===== src/rtl/team_06_echo_pkg.sv =====
// Shared types and constants for the echo delay-line controller.
package team_06_echo_pkg;

    // Transaction sequencer states: write the new sample, optionally read the delayed one.
    typedef enum logic [1:0] {
        IDLE = 2'd0,
        WR   = 2'd1,
        RD   = 2'd2,
        DONE = 2'd3
    } echo_state_t;

    localparam int SAMPLE_W      = 8;
    localparam int ECHO_OFFSET_W = 13;
    localparam int DEFAULT_DEPTH = 8192;

endpackage


===== src/rtl/team_06_echo_addr_gen.sv =====
// Circular-buffer address generator: write pointer, fill level, clamped
// offset and the wrapped read address for the echo delay line.
module team_06_echo_addr_gen
    import team_06_echo_pkg::*;
#(
    parameter int DEPTH = DEFAULT_DEPTH,
    localparam int AW   = $clog2(DEPTH),
    localparam int FW   = AW + 1
) (
    input  logic                     clk,
    input  logic                     rst,
    input  logic                     load_i,     // capture offset for a new transaction
    input  logic [ECHO_OFFSET_W-1:0] offset_i,
    input  logic                     wr_done_i,  // write acknowledged: advance pointers
    output logic [AW-1:0]            wr_ptr_o,
    output logic [AW-1:0]            rd_addr_o,  // entry written off_q samples before wr_ptr
    output logic                     rd_ok_o     // delayed sample exists after this write
);

    logic [AW-1:0] wr_ptr_q;
    logic [AW-1:0] off_q;
    logic [AW-1:0] off_d;
    logic [FW-1:0] fill_q;
    logic [FW-1:0] fill_d;

    // Clamp the requested delay to the buffer length and compute the saturated fill level.
    always_comb begin
        off_d = AW'(offset_i);
        if (32'(offset_i) >= DEPTH) begin
            off_d = AW'(DEPTH - 1);
        end
        fill_d = (fill_q == FW'(DEPTH)) ? fill_q : fill_q + 1'b1;
    end

    // The subtraction is done in AW bits so that it wraps modulo DEPTH for free.
    assign rd_addr_o = wr_ptr_q - off_q;
    assign rd_ok_o   = ({1'b0, off_q} < fill_d);
    assign wr_ptr_o  = wr_ptr_q;

    // Pointer, fill level and latched offset registers.
    always_ff @(posedge clk or posedge rst) begin
        if (rst) begin
            wr_ptr_q <= '0;
            off_q    <= '0;
            fill_q   <= '0;
        end else begin
            if (load_i) begin
                off_q <= off_d;
            end
            if (wr_done_i) begin
                wr_ptr_q <= wr_ptr_q + 1'b1;
                fill_q   <= fill_d;
            end
        end
    end

endmodule


===== src/rtl/team_06_echo_delay_buffer.sv =====
// Echo delay-line controller: stores each sample into an SRAM circular
// buffer and returns the sample captured OFFSET samples earlier.
// Optional ack watchdog and mem_err output enabled by ECHO_BUF_TIMEOUT_EN.
// Handshake: mem_req rises with mem_we/mem_addr/mem_wdata stable and is held
// until a cycle where mem_ack is high; that cycle completes the access.
module team_06_echo_delay_buffer
    import team_06_echo_pkg::*;
#(
    parameter int                DEPTH     = DEFAULT_DEPTH,
    parameter int                DATA_W    = SAMPLE_W,
    parameter int                MEM_AW    = 16,
    parameter logic [MEM_AW-1:0] BASE_ADDR = '0,
    parameter int                TIMEOUT   = 64
) (
    input  logic                     clk,
    input  logic                     rst,
    input  logic                     sample_strobe,
    input  logic [DATA_W-1:0]        save_audio,
    input  logic [ECHO_OFFSET_W-1:0] offset,
    input  logic                     search,
    output logic [DATA_W-1:0]        past_output,
    output logic                     past_valid,
    output logic                     busy,
    output logic                     overrun,
    output logic                     mem_req,
    output logic                     mem_we,
    output logic [MEM_AW-1:0]        mem_addr,
    output logic [DATA_W-1:0]        mem_wdata,
    input  logic [DATA_W-1:0]        mem_rdata,
    input  logic                     mem_ack
`ifdef ECHO_BUF_TIMEOUT_EN
    ,
    output logic                     mem_err
`endif
);

    localparam int AW = $clog2(DEPTH);

    echo_state_t       state_q;
    logic              search_q;
    logic [DATA_W-1:0] past_output_q;
    logic              past_valid_q;
    logic              overrun_q;
    logic              mem_req_q;
    logic              mem_we_q;
    logic [MEM_AW-1:0] mem_addr_q;
    logic [DATA_W-1:0] mem_wdata_q;

    logic [AW-1:0]     wr_ptr;
    logic [AW-1:0]     rd_addr;
    logic              rd_ok;
    logic              load;
    logic              wr_done;

    assign load    = (state_q == IDLE) && sample_strobe;
    assign wr_done = (state_q == WR) && mem_req_q && mem_ack;

    team_06_echo_addr_gen #(
        .DEPTH (DEPTH)
    ) u_addr_gen (
        .clk       (clk),
        .rst       (rst),
        .load_i    (load),
        .offset_i  (offset),
        .wr_done_i (wr_done),
        .wr_ptr_o  (wr_ptr),
        .rd_addr_o (rd_addr),
        .rd_ok_o   (rd_ok)
    );

`ifdef ECHO_BUF_TIMEOUT_EN
    localparam int WDW = $clog2(TIMEOUT + 1);
    logic [WDW-1:0] wd_q;
    logic           mem_err_q;
    logic           wd_expired;
    assign wd_expired = (wd_q == WDW'(TIMEOUT - 1));
    assign mem_err    = mem_err_q;
`endif

    // Sequencer: write the sample, optionally read the delayed entry, then publish the result.
    always_ff @(posedge clk or posedge rst) begin
        if (rst) begin
            state_q       <= IDLE;
            search_q      <= 1'b0;
            past_output_q <= '0;
            past_valid_q  <= 1'b0;
            overrun_q     <= 1'b0;
            mem_req_q     <= 1'b0;
            mem_we_q      <= 1'b0;
            mem_addr_q    <= '0;
            mem_wdata_q   <= '0;
`ifdef ECHO_BUF_TIMEOUT_EN
            wd_q          <= '0;
            mem_err_q     <= 1'b0;
`endif
        end else begin
            past_valid_q <= 1'b0;
            // Any strobe outside IDLE (including the DONE cycle) is dropped.
            if (sample_strobe && (state_q != IDLE)) begin
                overrun_q <= 1'b1;
            end
            case (state_q)
                IDLE: begin
                    if (sample_strobe) begin
                        search_q    <= search;
                        mem_req_q   <= 1'b1;
                        mem_we_q    <= 1'b1;
                        mem_addr_q  <= BASE_ADDR + MEM_AW'(wr_ptr);
                        mem_wdata_q <= save_audio;
                        state_q     <= WR;
`ifdef ECHO_BUF_TIMEOUT_EN
                        wd_q        <= '0;
`endif
                    end
                end
                WR: begin
                    if (mem_ack) begin
                        if (search_q && rd_ok) begin
                            mem_we_q   <= 1'b0;
                            mem_addr_q <= BASE_ADDR + MEM_AW'(rd_addr);
                            state_q    <= RD;
`ifdef ECHO_BUF_TIMEOUT_EN
                            wd_q       <= '0;
`endif
                        end else begin
                            // Delay reaches past the filled part of the buffer: emit silence.
                            mem_req_q     <= 1'b0;
                            mem_we_q      <= 1'b0;
                            past_output_q <= '0;
                            past_valid_q  <= 1'b1;
                            state_q       <= DONE;
                        end
                    end
`ifdef ECHO_BUF_TIMEOUT_EN
                    else if (wd_expired) begin
                        mem_req_q     <= 1'b0;
                        mem_we_q      <= 1'b0;
                        past_output_q <= '0;
                        past_valid_q  <= 1'b1;
                        mem_err_q     <= 1'b1;
                        state_q       <= DONE;
                    end else begin
                        wd_q <= wd_q + 1'b1;
                    end
`endif
                end
                RD: begin
                    if (mem_ack) begin
                        mem_req_q     <= 1'b0;
                        past_output_q <= mem_rdata;
                        past_valid_q  <= 1'b1;
                        state_q       <= DONE;
                    end
`ifdef ECHO_BUF_TIMEOUT_EN
                    else if (wd_expired) begin
                        mem_req_q     <= 1'b0;
                        past_output_q <= '0;
                        past_valid_q  <= 1'b1;
                        mem_err_q     <= 1'b1;
                        state_q       <= DONE;
                    end else begin
                        wd_q <= wd_q + 1'b1;
                    end
`endif
                end
                DONE: begin
                    state_q <= IDLE;
                end
                default: begin
                    state_q <= IDLE;
                end
            endcase
        end
    end

    assign past_output = past_output_q;
    assign past_valid  = past_valid_q;
    assign busy        = (state_q != IDLE);
    assign overrun     = overrun_q;
    assign mem_req     = mem_req_q;
    assign mem_we      = mem_we_q;
    assign mem_addr    = mem_addr_q;
    assign mem_wdata   = mem_wdata_q;

endmodule


===== config.mk =====
export PLATFORM = sky130hd
export DESIGN_NAME = team_06_echo_delay_buffer
export DESIGN_NICKNAME = d
export VERILOG_FILES = /design/src/rtl/team_06_echo_pkg.sv /design/src/rtl/team_06_echo_addr_gen.sv /design/src/rtl/team_06_echo_delay_buffer.sv
export SDC_FILE = /design/constraint.sdc
export NUM_CORES = 1
export LEC_CHECK = 0
export BUFFER_PORTS_ARGS = -buffer_cell sky130_fd_sc_hd__buf_2
export CAP_MARGIN = 20
export CORE_ASPECT_RATIO = 1.5
export CORE_MARGIN = 2
export CORE_UTILIZATION = 55
export CTS_BUF_LIST = sky130_fd_sc_hd__clkbuf_8
export DETAILED_ROUTE_END_ITERATION = 12
export PLACE_DENSITY_LB_ADDON = 0.1
export SLEW_MARGIN = 25
export SYNTH_ARGS = -nofsm -noshare
export SYNTH_HDL_FRONTEND = slang
export SYNTH_SLANG_ARGS = --single-unit
export TNS_END_PERCENT = 30

===== constraint.sdc =====
create_clock -name clk -period 6.35 [get_ports clk]
set_input_delay 0.635 -clock clk [delete_from_list [all_inputs] [get_ports clk]]
set_output_delay 0.635 -clock clk [all_outputs]
set_load 0.02 [all_outputs]

Word level (Yosys, flattened, before mapping) --
Cells that the tools add are included.
Cells by class: equal/unequal tests 9, order comparisons 1, muxes and demuxes 24, add/subtract/negate cells 3, reduce and logical (&&, ||, !) cells 16
Operator list (count):
- $mux W16 | 3
- $pmux W16 S2 | 1
- $mux W8 | 3
- $pmux W8 S2 | 1
- $add A14 B1 Y14 const B | 1
- $eq A14 B14 Y1 const B | 1
- $lt A13 B14 Y1 | 1
- $mux W14 | 1
- $add A13 B1 Y13 const B | 1
- $sub A13 B13 Y13 | 1
- $mux W1 | 8
- $ne A2 B2 Y1 const B | 4
- $pmux W2 S4 | 1
- $reduce_and A4 Y1 | 2
- $mux W2 | 3
- $reduce_and A3 Y1 | 2
- $reduce_bool A2 Y1 | 3
- $logic_and A1 B1 Y1 | 5
- $reduce_and A5 Y1 | 1
- $eq A2 B2 Y1 const B | 2
- $pmux W1 S2 | 2
- $pmux W1 S3 | 1
- $reduce_bool A3 Y1 | 1
- $eq A2 B1 Y1 const B | 1
- other kinds (3) | 3
Word-level totals: output and inout port bits 37, word-level logic and storage cells 65, input bits 34, register bits after elaboration 79

Depth between registers and ports, before layout --
Gate-level depths: netlist (run 1).
word-level depth 7, mapped depth 16, depth with buffers taken out 15

Cells and area by module --
A second synthesis (run 1) with hierarchy kept.
Second synthesis, totals: cell total of the unflattened synthesis 494, area, all modules 4760.8 um^2
By module, submodules not included:
- team_06_echo_addr_gen | cells each 318, times used 1, area each 2875.3 um^2, sequential area each 1001.0 um^2
- team_06_echo_delay_buffer | cells each 176, times used 1, area each 1885.6 um^2, sequential area each 900.9 um^2

Worst setup path before layout (run 1) --
Ideal clock, no wire load.
path kind register -> register, from register u_addr_gen.fill_q[4], to register mem_addr_q[10] (netlist: mem_addr[10]), path slack 2.973 ns, arrival time 3.255 ns, required time 6.228 ns, stages on the path, launching flop included 16, path buffers 2, library setup time 0.122 ns, clock period less this slack 3.377 ns, path through dfrtp_1 clkbuf_2 nand4_4 nor3_1 nand3_1 xor2_1 ha_1 a21o_1 a211o_1 a311o_1 a211oi_2 nor3b_2 a211o_4 buf_6 nand2_1 o21ai_1
Between the ends: word-level cells in the longest chain between the ends 6, elaborated cells between the ends (all ways) 7, those cells by class 1 x add/sub; 1 x order compare; 2 x eq/ne; 1 x mux; 2 x reduce/logical
RTL lines:
- start, declared | line team_06_echo_addr_gen.sv:23 | logic [FW-1:0] fill_q;
- start signal, assigned | line team_06_echo_addr_gen.sv:52 | fill_q <= fill_d;
- $add A14 B1 Y14 or $eq A14 B14 Y1 (tied branches) | line team_06_echo_addr_gen.sv:32 | fill_d = (fill_q == FW'(DEPTH)) ? fill_q : fill_q + 1'b1;
- $mux W14 (*) | line team_06_echo_addr_gen.sv:32
- $lt A13 B14 Y1 (*) | line team_06_echo_addr_gen.sv:37 | assign rd_ok_o = ({1'b0, off_q} < fill_d);
- $logic_and A1 B1 Y1 (*) | line team_06_echo_delay_buffer.sv:118 | if (search_q && rd_ok) begin
- $ne A2 B1 Y1 (no source line) (*)
- $reduce_and A4 Y1 (no source line) (*)
- end signal, assigned | line team_06_echo_delay_buffer.sv:108 | mem_addr_q <= BASE_ADDR + MEM_AW'(wr_ptr);
- end signal, assigned | line team_06_echo_delay_buffer.sv:120 | mem_addr_q <= BASE_ADDR + MEM_AW'(rd_addr);
- end, declared | line team_06_echo_delay_buffer.sv:46 | logic [MEM_AW-1:0] mem_addr_q;
Mark *: on every way between the ends. The rest lies on a longest branch, timed or not. A chain may end at the register's enable or synchronous reset.

Worst setup path in the final report (run 1) --
from register u_addr_gen.fill_q[4], to register mem_addr_q[4] (netlist: mem_addr[4])
The elaborated chain is that of the path after synthesis.

==> results of run 1 <==
[path summary, 6_finish.rpt]
| path | from | endpoint | slack [ps] | cells past startpoint |
|---|---|---|---|---|
| setup / recovery | u_addr_gen.fill_q[4] | mem_addr[4] | 2680 | 13 |
| hold / removal | rst | state_q[1] | 460 | 3 |
| setup reg to reg | u_addr_gen.fill_q[4] | mem_addr[4] | 2680 | 13 |
| hold reg to reg | mem_addr[3] | mem_addr[3] | 480 | 2 |
| max in group asynchronous | rst | u_addr_gen.fill_q[0] | 5450 | 3 |
| min in group clk | mem_addr[3] | mem_addr[3] | 480 | 2 |
[sequential cells by signal, summed over array words and instances, names as in the netlist]
register	count
u_addr_gen.wr_ptr_o	13
overrun	1
search_q	1
mem_wdata	8
past_output	8
u_addr_gen.fill_q	14
mem_we	1
u_addr_gen.off_q	13
state_q	2
past_valid	1
mem_req	1
mem_addr	13
[critical path, cell delays in order (launching register included)]
cell and delay (ps):
dfrtp_1 490, nand4_4 170, nor3_1 470, nand3_1 150
xor2_1 170, ha_1 320, a21o_1 160, a211o_1 310
a311o_1 290, a211oi_2 260, nor3b_2 110, a211o_4 440
nand2_1 130, o21ai_2 60
[cell families after synthesis]
kind of cell	synth area share
AOI/OAI and AO/OA	0.116
xor gates and xnor gates	0.0890
adders and majority gates	0.0942
buffers and inverters	0.0387
DFF	0.439
muxes	0.0879
other	0.000866
and+or+nand+nor	0.134
[layer usage]
layer,global-route usage,wire length [um],vias to the layer above
li1,-,-,1561
met1,0.253,3560,1467
met2,0.349,4180,57
met3,0.0490,295,19
met4,0.0970,241,0
met5,0,0,-
[layout make-up]
class | count | area (um2)
multi-input cells | 302 | 2270
clock inverters | 6 | 78.8
clock buffers | 10 | 138
flip-flops and latches | 76 | 1900
fillers | 650 | 2670
repair buffers | 68 | 347
inverters | 22 | 82.6
well taps | 102 | 128
[Yosys cell counts, types with 2 or more instances]
cell / instances / area [um2]
ha_1: 31 / 388
nand3_1: 6 / 30.0
o21ai_1: 8 / 40.0
a21o_1: 4 / 30.0
nor3_1: 9 / 45.0
buf_4: 3 / 22.5
o21ai_0: 12 / 60.1
dfrtp_1: 76 / 1900
o31ai_1: 4 / 30.0
clkbuf_1: 5 / 18.8
a22o_1: 8 / 70.1
o21a_1: 3 / 22.5
o21ai_2: 6 / 52.6
or2_2: 2 / 12.5
a31oi_1: 2 / 12.5
buf_1: 3 / 11.3
and3_1: 8 / 50.1
buf_6: 2 / 22.5
nand2_1: 45 / 169
inv_1: 22 / 82.6
nor2_1: 21 / 78.8
nand2b_1: 6 / 37.5
mux2_2: 24 / 270
a21oi_1: 14 / 70.1
nand4_1: 6 / 37.5
mux2i_1: 11 / 110
nor4b_1: 2 / 17.5
xnor2_1: 29 / 254
xor2_1: 15 / 131
nor2b_1: 3 / 18.8
[through the flow]
| step | cells | setup slack, ps | hold WS (ps) |
|---|---|---|---|
| finish | 586 | 2680 | 455 |
| global route | 586 | 2410 | 490 |
| CTS | 586 | 2680 | 477 |
| detailed placement | 570 | 2690 | 468 |
| global placement | 570 | 2790 | 436 |
| floorplan | 415 | 2970 | 462 |
[power breakdown]
| part | switching [uW] | total [uW] | internal (uW) |
|---|---|---|---|
| sequential | 135 | 784 | 650 |
| clock | 171 | 399 | 228 |
| combinational | 634 | 1130 | 494 |
| total | 940 | 2310 | 1370 |
==> qor.csv, run 1 <==
metric,value,unit
status,"complete, no violations",
coreArea,7610,um2
power.total,2310,uW
wl_per_cell,14.1,um
antennaDiodeCount,0,
cp-end-kind,flop,
synth_area,4330,um2
yosysSeqAreaShare,0.439,
synth-seq-cells,76,
post_cts_resized,0,
drive_above_1_share,0.260,
slew_viol_final,0,
ant_nets,0,
drtIter0Drc,125,
vias,3104,
first_pass_iters,4,
fin_crit,3670,ps
final_cell_mix,"dfrtp_1, buf_2, nand2_1",
fin_util,0.650,
synth_edf_count,0,
grt_pass1_vias,3110,
num_io_pins,71,
grt_max_degree,77,
drc,0,
p_leak,0.00242,uW
floorplan.die_area,8610,um2
cts_tree,done,
clkSlewWorstSetupHoldPaths,80,ps
placed_cell_area,4720,um2
fin_crit_sh,0.577,
htreeDepth,3,
netlist_instances,413,
skew,13.3,ps
gp_congestion,0.864,
grt-ovfl-total,0,
path_class,flop to flop,
cts_sinks,76,
num_rows,39,
crit_path_max_fanout,26,
relSlewSlack,0.559,
ys_types,53,
grt_usage,0.208,
areaGrowthSynthToFinish,14.3,%
cts.path.max_buffers,2,
die_w,76.4,um
hold_viol_final,0,
synthArstFlopShare,1.00,
clk_latency,360,ps
cts_setup_buffers,0,
avgSynthCellArea,10.5,um2
cts_buffers,9,
grt_first_pass_wirelength,14300,um
yosys_warnings,0,
final-setup-viol-count,0,
rsz0062_at_grt,false,
startpoint_type,flop,
required,6590,ps
place_hpwl,6310,um
cts-root-buf,clkbuf_8,
port_buffers,67,
start_util,0.569,
fin_tns_setup,0,ps
drt_wl_total,8270,um
worstPathArrival,3900,ps
hold_buffers,0,
final_nets,545,
hold_path.class,input pin to asynchronous set/reset pin,
final_area,4950,um2
irDropWorstVdd,307,uV
antenna_found_initial,0,
synth_ff_type,dfrtp_1,
layout_commonest_cell,dfrtp_1,
vias_per_cell,5.30,
drv_cap,0,
fmax,273,MHz
worst_pin_slew,661,ps
cellPowerDensity,467,nW/um2
die_y,113,um
No activity file was read; power rests on OpenSTA's default activity.
==> run 2, diff against run 1 <==
--- a/config.mk
+++ b/config.mk
@@ -9,7 +9,7 @@
 export CAP_MARGIN = 20
 export CORE_ASPECT_RATIO = 1.5
 export CORE_MARGIN = 2
-export CORE_UTILIZATION = 55
+export CORE_UTILIZATION = 53
 export CTS_BUF_LIST = sky130_fd_sc_hd__clkbuf_8
 export DETAILED_ROUTE_END_ITERATION = 12
 export PLACE_DENSITY_LB_ADDON = 0.1
==> constraint.sdc (replaced) <==
create_clock -name clk -period 3.1 [get_ports clk]
set_input_delay 0.31 -clock clk [delete_from_list [all_inputs] [get_ports clk]]
set_output_delay 0.31 -clock clk [all_outputs]
set_load 0.02 [all_outputs]
==> qor.csv, run 2 (synthesis gave the netlist of run 1 again) <==
metric,value,unit
clkSlewWorstSetupHoldPaths,80,ps
grt_max_degree,45,
final_cell_mix,"dfrtp_1, buf_2, nand2_1, buf_4, ha_1",
grt-ovfl-total,0,
relSlewSlack,0.366,
wl_per_cell,15.1,um
htreeDepth,3,
cts_tree,done,
worst_slack,-86.2,ps
regMostFlops,u_addr_gen.fill_q,
switching_power,2180,uW
p_leak,0.00266,uW
antenna_found_initial,0,
drv_cap,0,
max_stage_delay,400,ps
ant_nets,0,
startpoint_type,flop,
slew_viol_final,0,
port_buffers,67,
die_w,77.8,um
layout_commonest_cell,dfrtp_1,
drive_above_1_share,0.388,
drt_wl_total,9530,um
path_cells,buf_4 -> ha_4 -> nand3_4 -> nor2_4 -> and3_4 -> buf_6 -> xnor2_2 -> ha_2 -> a21o_1 -> a211o_1 -> a311o_1 -> a211oi_4 -> buf_4 -> o21ai_2 -> nand3b_1 -> a22o_1,
die_y,115,um
vias_per_cell,5.28,
worst_pin_slew,941,ps
pwr-share-clk,0.159,
path_common_cell,buf_4,
num_io_pins,71,
crit_path_max_fanout,8,
grt_usage,0.229,
worstPathArrival,3490,ps
intPower,3050,uW
failed_checks,negative setup slack,
hold_viol_final,0,
cts.path.max_buffers,2,
cp-end-kind,flop,
place_ws,-138,ps
grt_pass1_vias,3386,
pwr-share-seq,0.312,
cellPowerDensity,949,nW/um2
place_hpwl,6900,um
drtIter0Drc,112,
largest_register_ff_count,14,
cts_buffers,9,
reg2regPathDepth,16,
fin_tns_setup,-1040,ps
coreArea,7960,um2
required,3400,ps
irDropWorstVdd,580,uV
num_rows,40,
status,"complete, but fails checks",
cts_sinks,76,
fin_cells,631,
final_nets,587,
pwr-share-comb,0.529,
skew,8.21,ps
drc,0,
fillers,619,
path_class,flop to flop,
grt_first_pass_wirelength,15800,um
rr_startpoint,u_addr_gen.fill_q[0],
r2r-end,past_output[3],
fmax,314,MHz
gp_congestion,0.826,
floorplan.die_area,8920,um2
vias,3333,
clk_latency,360,ps
cts-root-buf,clkbuf_8,
switching_share,0.416,
final-setup-viol-count,20,
areaGrowthSynthToFinish,27.3,%
fin_util,0.692,
rsz0062_at_grt,true,
fin_crit,3190,ps
first_pass_iters,4,
reg2reg_setup_slack,-90,ps
antennaDiodeCount,0,
cpMaxStageDelayCell,dfrtp_2,
start_util,0.544,
hold_buffers,0,
power.total,5230,uW
fin_crit_sh,1.03,
place_inst,600,
hold_path.class,input pin to asynchronous set/reset pin,
-- run 2: changes by cell type in the layout (fill, tap and decap cells not counted), sizes merged --
cell / before / now
a211o: 2 / 5
clkinvlp: 0 / 1
clkinv: 3 / 1
inv: 23 / 24
buf: 68 / 107
-- run 2: final cells by class --
type                    instances  area (um2)  share of cell area
multi-input cells             305        2500               0.454
flip-flops and latches         76        1910               0.346
repair buffers                107         667               0.121
clock buffers                  10         138              0.0250
well taps                     105         131              0.0238
inverters                      22        82.6              0.0150
clock inverters                 6        80.1              0.0145
-- run 2: per-stage QoR --
stage	hold WS (ps)	cell area, um2
floorplan	431	4380
global placement	440	4980
detailed placement	447	4980
CTS	68.5	5390
global route	125	5510
finish	54.7	5510
-- run 2: worst max-delay path by stage --
stage / end / cells past startpoint / from
finish: past_output[3] / 16 / u_addr_gen.fill_q[0]
global route: past_output[3] / 15 / u_addr_gen.fill_q[1]
CTS: mem_addr[11] / 14 / u_addr_gen.fill_q[1]
detailed placement: mem_addr[7] / 15 / u_addr_gen.fill_q[0]
global placement: past_output[4] / 12 / u_addr_gen.fill_q[8]
floorplan: mem_addr[10] / 15 / u_addr_gen.fill_q[0]
-- run 2: what timing repair did --
action / 4_1_cts / 5_1_grt
resized for setup: 28 / 17
cloned: 2 / 1
buffers inserted: 7 / 5
pin swaps: 29 / 16
endpoints found under the setup margin: 22 / 24
-- run 2: worst max-delay path: cells and delay by family, from the launching register on --
kind            cells  cell delay [ps]
compound gates      6             1240
simple gates        4              580
flops               1              400
buf+inv             3              430
fa+ha+maj           2              340
xor+xnor            1              120
-- run 2: power by group through the flow --
| stage | clock network, uW | registers (uW) | logic [uW] |
|---|---|---|---|
| floorplan | 0 | 1770 | 1660 |
| global placement | 0 | 1630 | 2370 |
| detailed placement | 0 | 1640 | 2440 |
| CTS | 855 | 1650 | 2640 |
| global route | 889 | 1680 | 3050 |
| finish | 833 | 1630 | 2760 |
-- run 2: layer usage --
metal / track usage / vias to the layer above / routed length [um]
met5: 0 / - / 0
met2: 0.424 / 43 / 5330
met4: 0.0940 / 0 / 186
met3: 0.0379 / 13 / 219
li1: - / 1665 / -
met1: 0.258 / 1612 / 3790
==> run 3, diff against run 2 <==
--- a/config.mk
+++ b/config.mk
@@ -13,6 +13,7 @@
 export CTS_BUF_LIST = sky130_fd_sc_hd__clkbuf_8
 export DETAILED_ROUTE_END_ITERATION = 12
 export PLACE_DENSITY_LB_ADDON = 0.1
+export SETUP_SLACK_MARGIN = 0.5
 export SLEW_MARGIN = 25
 export SYNTH_ARGS = -nofsm -noshare
 export SYNTH_HDL_FRONTEND = slang
==> qor.csv, run 3 (synthesis gave the netlist of run 1 again) <==
metric,value,unit
status,"complete, but fails checks",
failed_checks,negative setup slack,
relSlewSlack,0.310,
ant_nets,0,
rsz0062_at_grt,true,
cts-root-buf,clkbuf_8,
final-setup-viol-count,21,
cts_tree,done,
cellPowerDensity,955,nW/um2
grt_first_pass_wirelength,15800,um
cts.path.max_buffers,2,
fin_crit,3140,ps
die_y,115,um
hold_path.class,input pin to asynchronous set/reset pin,
vias,3334,
grt-ovfl-total,0,
drive_above_1_share,0.386,
final_nets,587,
reg2reg_setup_slack,-40,ps
drc,0,
worst_pin_slew,1020,ps
areaGrowthSynthToFinish,27.3,%
crit_path_max_fanout,8,
floorplan.die_area,8920,um2
largest_register_ff_count,14,
reg2regPathDepth,16,
start_util,0.544,
regMostFlops,u_addr_gen.fill_q,
final_cell_mix,"dfrtp_1, buf_2, nand2_1",
path_class,flop to flop,
wl_per_cell,15.2,um
worst_slack,-44.4,ps
path_cells,buf_6 -> ha_4 -> nand3_4 -> nor2_4 -> and3_4 -> buf_6 -> xnor2_2 -> ha_2 -> a21o_1 -> a211o_1 -> a311o_1 -> a211oi_4 -> buf_4 -> o21ai_2 -> and3_4 -> a22o_1,
grt_max_degree,45,
hold_buffers,0,
grt_pass1_vias,3389,
place_inst,600,
cp-end-kind,flop,
required,3350,ps
drv_cap,0,
skew,8.01,ps
fillers,624,
gp_congestion,0.826,
fin_tns_setup,-588,ps
slew_viol_final,0,
startpoint_type,flop,
num_io_pins,71,
hold-worst-slack,54.3,ps
htreeDepth,3,
antenna_found_initial,0,
fin_cells,631,
cpMaxStageDelayCell,dfrtp_2,
worstPathArrival,3400,ps
clk_latency,360,ps
cts_buffers,9,
layout_commonest_cell,dfrtp_1,
fmax,318,MHz
antennaDiodeCount,0,
grt_usage,0.229,
clkSlewWorstSetupHoldPaths,80,ps
rr_startpoint,u_addr_gen.fill_q[0],
coreArea,7960,um2
max_stage_delay,410,ps
hold_viol_final,0,
cts_sinks,76,
first_pass_iters,4,
die_w,77.8,um
vias_per_cell,5.28,
drt_wl_total,9580,um
port_buffers,67,
p_leak,0.00266,uW
drtIter0Drc,121,
num_rows,40,
place_hpwl,6900,um
r2r-end,past_output[1],
fin_crit_sh,1.01,
irDropWorstVdd,580,uV
==> run 3: worst max path at each step <==
stage	cells after the start	from	end	slack, ps
floorplan	15	u_addr_gen.fill_q[0]	mem_addr[10]	-20
global placement	12	u_addr_gen.fill_q[8]	past_output[4]	-20
detailed placement	15	u_addr_gen.fill_q[0]	mem_addr[7]	-140
CTS	14	u_addr_gen.fill_q[1]	mem_addr[11]	-110
global route	15	u_addr_gen.fill_q[0]	past_output[3]	-170
finish	16	u_addr_gen.fill_q[0]	past_output[1]	-40
==> run 3: layer usage <==
metal  track usage  wire length [um]  vias up
li1              -                 -     1663
met1         0.257              3820     1609
met2         0.425              5330       48
met3        0.0379               243       14
met4        0.0940               188        0
met5             0                 0        -
==> run 3: worst max-delay path: cells and delay by family (launching register included) <==
family | cells | cell delay (ps)
compound gates | 6 | 1270
simple gates | 4 | 490
buf+inv | 3 | 400
fa+ha+maj | 2 | 340
xor+xnor | 1 | 120
flops | 1 | 410
==> run 3: where the power goes <==
group / internal (uW) / leakage, uW / switching [uW]
combinational: 1270 / 0.00158 / 1530
sequential: 1340 / 0.000959 / 298
clock: 468 / 0.000115 / 365
total: 3070 / 0.00266 / 2190
==> run 3: area by class of cell <==
cell class	instances	area, um2	share of cell area
clock inverter	6	80.1	0.0145
tap	105	131	0.0238
sequential	76	1910	0.346
multi-input combinational	305	2500	0.454
inverter	22	82.6	0.0150
timing repair buffer	107	671	0.122
clock buffer	10	138	0.0250
==> run 3: through the flow <==
stage	area, um2	util	setup slack [ps]	total power, uW
4_1_cts	5390	0.678	-106	5140
6_report	5510	0.692	-44.4	5260
2_1_floorplan	4380	-	-24.4	3430
3_5_place_dp	4980	0.626	-138	4080
5_1_grt	5510	0.692	-171	5650
3_3_place_gp	4980	0.626	-16.2	4000
==> run 3: what timing repair did <==
| item | in CTS | in global routing |
|---|---|---|
| endpoints found under the setup margin | 24 | 24 |
| cloned | 2 | 1 |
| resized for setup | 29 | 16 |
| setup buffers | 7 | 5 |
| pin swaps | 32 | 15 |
